`src/rtl/ysyx_220053_idex_buffer.sv`:
```
// ID/EX skid buffer: holds up to two decoded instructions ahead of the ALU
// and presents the head entry's muxed operands to the execute stage.
module ysyx_220053_idex_buffer (
  input  logic        clk,
  input  logic        rst,
  input  logic        flush,
  input  logic        in_valid,
  output logic        in_ready,
  input  logic [63:0] in_pc,
  input  logic [63:0] in_src1,
  input  logic [63:0] in_src2,
  input  logic [63:0] in_imm,
  input  logic [3:0]  in_alu_op,
  input  logic        in_sel_a,
  input  logic        in_sel_b,
  input  logic [4:0]  in_rd,
  input  logic        in_wen,
  output logic        out_valid,
  input  logic        out_ready,
  output logic [63:0] inputa,
  output logic [63:0] inputb,
  output logic [3:0]  ALUOp,
  output logic [63:0] out_pc,
  output logic [4:0]  out_rd,
  output logic        out_wen
);

  localparam int unsigned XLEN = 64;
  localparam int unsigned OPW  = 4;
  localparam int unsigned RW   = 5;

  localparam logic [1:0] ST_EMPTY = 2'd0;
  localparam logic [1:0] ST_BUSY  = 2'd1;
  localparam logic [1:0] ST_FULL  = 2'd2;

  typedef struct packed {
    logic [XLEN-1:0] pc;
    logic [XLEN-1:0] src1;
    logic [XLEN-1:0] src2;
    logic [XLEN-1:0] imm;
    logic [OPW-1:0]  alu_op;
    logic            sel_a;
    logic            sel_b;
    logic [RW-1:0]   rd;
    logic            wen;
  } payload_t;

  logic [1:0] state_q, state_d;
  payload_t   main_q, main_d;
  payload_t   skid_q, skid_d;
  payload_t   in_payload;
  logic       in_ready_q, in_ready_d;
  logic       in_fire, out_fire;

  always_comb begin
    in_payload        = '0;
    in_payload.pc     = in_pc;
    in_payload.src1   = in_src1;
    in_payload.src2   = in_src2;
    in_payload.imm    = in_imm;
    in_payload.alu_op = in_alu_op;
    in_payload.sel_a  = in_sel_a;
    in_payload.sel_b  = in_sel_b;
    in_payload.rd     = in_rd;
    in_payload.wen    = in_wen;
  end

  assign in_fire  = in_valid & in_ready_q;
  assign out_fire = out_valid & out_ready;

  // Next-state and payload steering; flush overrides every transition.
  always_comb begin
    state_d = state_q;
    main_d  = main_q;
    skid_d  = skid_q;
    case (state_q)
      ST_EMPTY: begin
        if (in_fire) begin
          main_d  = in_payload;
          state_d = ST_BUSY;
        end
      end
      ST_BUSY: begin
        if (in_fire && out_fire) begin
          main_d = in_payload;
        end else if (in_fire) begin
          skid_d  = in_payload;
          state_d = ST_FULL;
        end else if (out_fire) begin
          state_d = ST_EMPTY;
        end
      end
      ST_FULL: begin
        if (out_fire) begin
          main_d  = skid_q;
          state_d = ST_BUSY;
        end
      end
      default: state_d = ST_EMPTY;
    endcase
    if (flush) begin
      state_d = ST_EMPTY;
    end
    // Registered ready mirrors the upcoming state so FULL never accepts.
    in_ready_d = (state_d != ST_FULL);
  end

  always_ff @(posedge clk) begin
    if (rst) begin
      state_q    <= ST_EMPTY;
      main_q     <= '0;
      skid_q     <= '0;
      in_ready_q <= 1'b1;
    end else begin
      state_q    <= state_d;
      main_q     <= main_d;
      skid_q     <= skid_d;
      in_ready_q <= in_ready_d;
    end
  end

  assign in_ready  = in_ready_q;
  assign out_valid = (state_q != ST_EMPTY);
  assign inputa    = main_q.sel_a ? main_q.pc : main_q.src1;
  assign inputb    = main_q.sel_b ? main_q.imm : main_q.src2;
  assign ALUOp     = main_q.alu_op;
  assign out_pc    = main_q.pc;
  assign out_rd    = main_q.rd;
  assign out_wen   = main_q.wen;

endmodule

```
`config.mk`:
```
export PLATFORM = sky130hd
export DESIGN_NAME = ysyx_220053_idex_buffer
export DESIGN_NICKNAME = d
export VERILOG_FILES = /design/src/rtl/ysyx_220053_idex_buffer.sv
export SDC_FILE = /design/constraint.sdc
export NUM_CORES = 1
export LEC_CHECK = 0
export CORE_ASPECT_RATIO = 1.1
export CORE_MARGIN = 4
export CORE_UTILIZATION = 52
export CTS_BUF_LIST = sky130_fd_sc_hd__clkbuf_16
export DETAILED_ROUTE_END_ITERATION = 6
export GPL_ROUTABILITY_DRIVEN = 0
export PLACE_DENSITY = 0.81
export SYNTH_ARGS = -nofsm -noshare
export SYNTH_HDL_FRONTEND = slang
export SYNTH_SLANG_ARGS = --single-unit
export TNS_END_PERCENT = 1
```
`constraint.sdc`:
```
create_clock -name clk -period 1.9 [get_ports clk]
set_input_delay 0.38 -clock clk [delete_from_list [all_inputs] [get_ports clk]]
set_output_delay 0.38 -clock clk [all_outputs]
set_load 0.02 [all_outputs]
```
==> results.json <==
{
  "ctsHoldBuffers": 0,
  "synth_area_leaders": "dfxtp_1, mux2i_1, nand2_1, a211oi_1, mux2_2",
  "fin_tns_setup_ns": -33.49,
  "place_hpwl_um": 47770,
  "via_count": 20110,
  "layout_commonest_cell": "nand2_1",
  "clkSinkCount": 539,
  "synth_ff_type": "dfxtp_1",
  "fin_area_sq_um": 30410,
  "syn_area_sq_um": 23080,
  "grt_pass1_wl_um": 108400,
  "maxSlewViolCount": 0,
  "fp-row-count": 80,
  "die_w_um": 208.9,
  "stdcell_count": 3582,
  "area_growth_syn_to_layout_pct": 31.73,
  "async_flop_share_pct": 0,
  "synth_nets": 2863,
  "numPortBuffers": 476,
  "outcome": "finished, violations left",
  "grt_max_degree": 94,
  "track_usage_pct": 27.78,
  "setup_viol": 128,
  "post_drt_wl_per_cell_um": 19.68,
  "fin_skew_ns": 0.01087,
  "critPathMaxFanout": 10,
  "clk_latency_ns": 0.60,
  "period_share_pct": 119.0,
  "initial_core_util_pct": 52.89,
  "tightest_slew_ns": 0.4859,
  "max-clock-path-buffers": 3,
  "drt_iter0_markers": 1338,
  "fp.dieH_um": 229.0,
  "seqPwrFrac_pct": 44.8,
  "drc": 0,
  "drive_above_1_share_pct": 16.33,
  "max_freq_mhz": 442.4,
  "cts_tree": "built",
  "synth-edff-count": 0,
  "p_int_mw": 20.15,
  "fin_ws_ns": -0.3604,
  "p_leak_nw": 13.51,
  "overflow": 0,
  "grt_pass1_vias": 19820,
  "yosysTopAreaCell": "dfxtp_1",
  "clk_pin_slew_ns": 0.06,
  "required_ns": 1.52,
  "postSynthAreaPerCell_sq_um": 8.912,
  "start_kind": "flop",
  "design.core.area_sq_um": 43640,
  "cts-root-buf": "clkbuf_16",
  "cts-htree-levels": 2,
  "arrival_ns": 1.88,
  "max-cap-violations": 0,
  "violations": "negative setup slack",
  "routed_via_density": 5.614,
  "switchingPower_mw": 7.183,
  "grt_antenna_before_repair": 17,
  "cts_buffers": 55,
  "die_area_sq_um": 47830,
  "p_comb_share_pct": 16.2,
  "placed_area_sq_um": 28350,
  "layout_common_cells": "nand2_1, dfxtp_1, clkdlybuf4s50_1",
  "rsz0062_at_grt": "true",
  "netlist_instances": 2590,
  "switching_share_pct": 26.28,
  "drtPass1Iterations": 5,
  "nNetsFinal": 3224,
  "synthDistinctLibCells": 27,
  "ir_drop_v": 0.0006950,
  "power_frac_clock_pct": 39.0,
  "finalCriticalPeriod_ns": 2.260,
  "finalHoldViolations": 0,
  "min_path_type": "primary input to flop",
  "routed_wl_um": 70490,
  "crit_type": "flop to output pin",
  "ant_nets": 0,
  "yosys_warnings": 0,
  "pin_count": 477,
  "end_kind": "output pin",
  "synth-seq-cells": 539,
  "synth-seq-area-share_pct": 46.75,
  "dpl.cell_count": 3450,
  "yosys.area.top_type_share_pct": 46.75,
  "p_per_area_nw_per_um2": 898.9,
  "slew_headroom_pct": 67.61
}
registers in the layout, indices dropped and copies added, names as in the netlist:
name,count
ALUOp,4
in_ready,1
main_q,194
out_pc,64
out_rd,5
out_wen,1
skid_q,268
state_q,2
metal layers:
metal  up-vias  track usage [%]  wire length (um)
li1       9586                -                 -
met1      9564            34.73             27910
met2       793            47.18             34570
met3       158            5.378              5371
met4         8            11.46              2592
met5         -                0                47
worst max-delay path: stages, from the launching register on:
cell and delay (ns):
dfxtp_4 0.44, buf_4 0.17, buf_16 0.14, mux2_2 0.36, buf_2 0.16
power groups by stage:
stage / clock network (mW) / registers (mW) / logic [mW]
floorplan: 0 / 12.3 / 2.41
finish: 10.7 / 12.2 / 4.44
CTS: 10.8 / 12.2 / 4.27
detailed placement: 0 / 12.5 / 4.31
global placement: 0 / 12.4 / 4.22
global route: 11.2 / 12.3 / 4.72
synth_stat cells, drive strengths merged, types with 2 or more instances:
library cell  count
a21oi           268
mux2            128
dfxtp           539
nand2b            2
nor2            268
clkbuf          103
a211oi          268
nand2           538
mux2i           269
nor3              3
nor2b             2
buf             193
final timing paths:
kind          startpoint           to  slack, ns  cells past startpoint
max            main_q[7]   inputa[33]      -0.36                      4
min                  rst  skid_q[263]       0.18                      2
max reg2reg   state_q[0]  main_q[168]       0.08                      6
min reg2reg  skid_q[145]  skid_q[145]       0.45                      2
stage by stage:
step / hold slack [ns] / utilization (%) / worst slack [ns] / total power [mW]
6_report: 0.1776 / 69.67 / -0.3604 / 27.33
3_3_place_gp: 0.4404 / 64.97 / -0.3130 / 16.66
5_1_grt: 0.1851 / 69.66 / -0.3999 / 28.26
4_1_cts: 0.1421 / 68.92 / -0.4777 / 27.27
3_5_place_dp: 0.4459 / 64.97 / -0.3804 / 16.78
2_1_floorplan: 0.4357 / - / 0.1297 / 14.73
cell type report:
cell class,count,area [sq um]
Fill cell,3202,13240
Multi-Input combinational cell,1754,10990
Sequential cell,539,10800
Tap cell,574,718.2
Clock inverter,42,317.8
Clock buffer,58,1451
Timing Repair Buffer,600,6091
Inverter,1,3.754
Antenna cell,14,35.03
timing repair:
item | CTS | global route
resized for setup | 606 | 178
setup endpoints to repair | 204 | 135
pin swaps | 0 | 1
hold endpoints to repair | 0 | 0
buffers inserted | 5 | 8
gates cloned | 6 | 1
kinds of logic after synthesis:
logic type / count (synthesis) / share of synthesized area, %
AND/OR/NAND/NOR: 817 / 13.42
buffers and inverters: 297 / 6.776
AO/OA/AOI/OAI: 540 / 15.15
multiplexers: 397 / 17.91
flip-flops: 539 / 46.75
No activity file was read; power rests on OpenSTA's default activity.
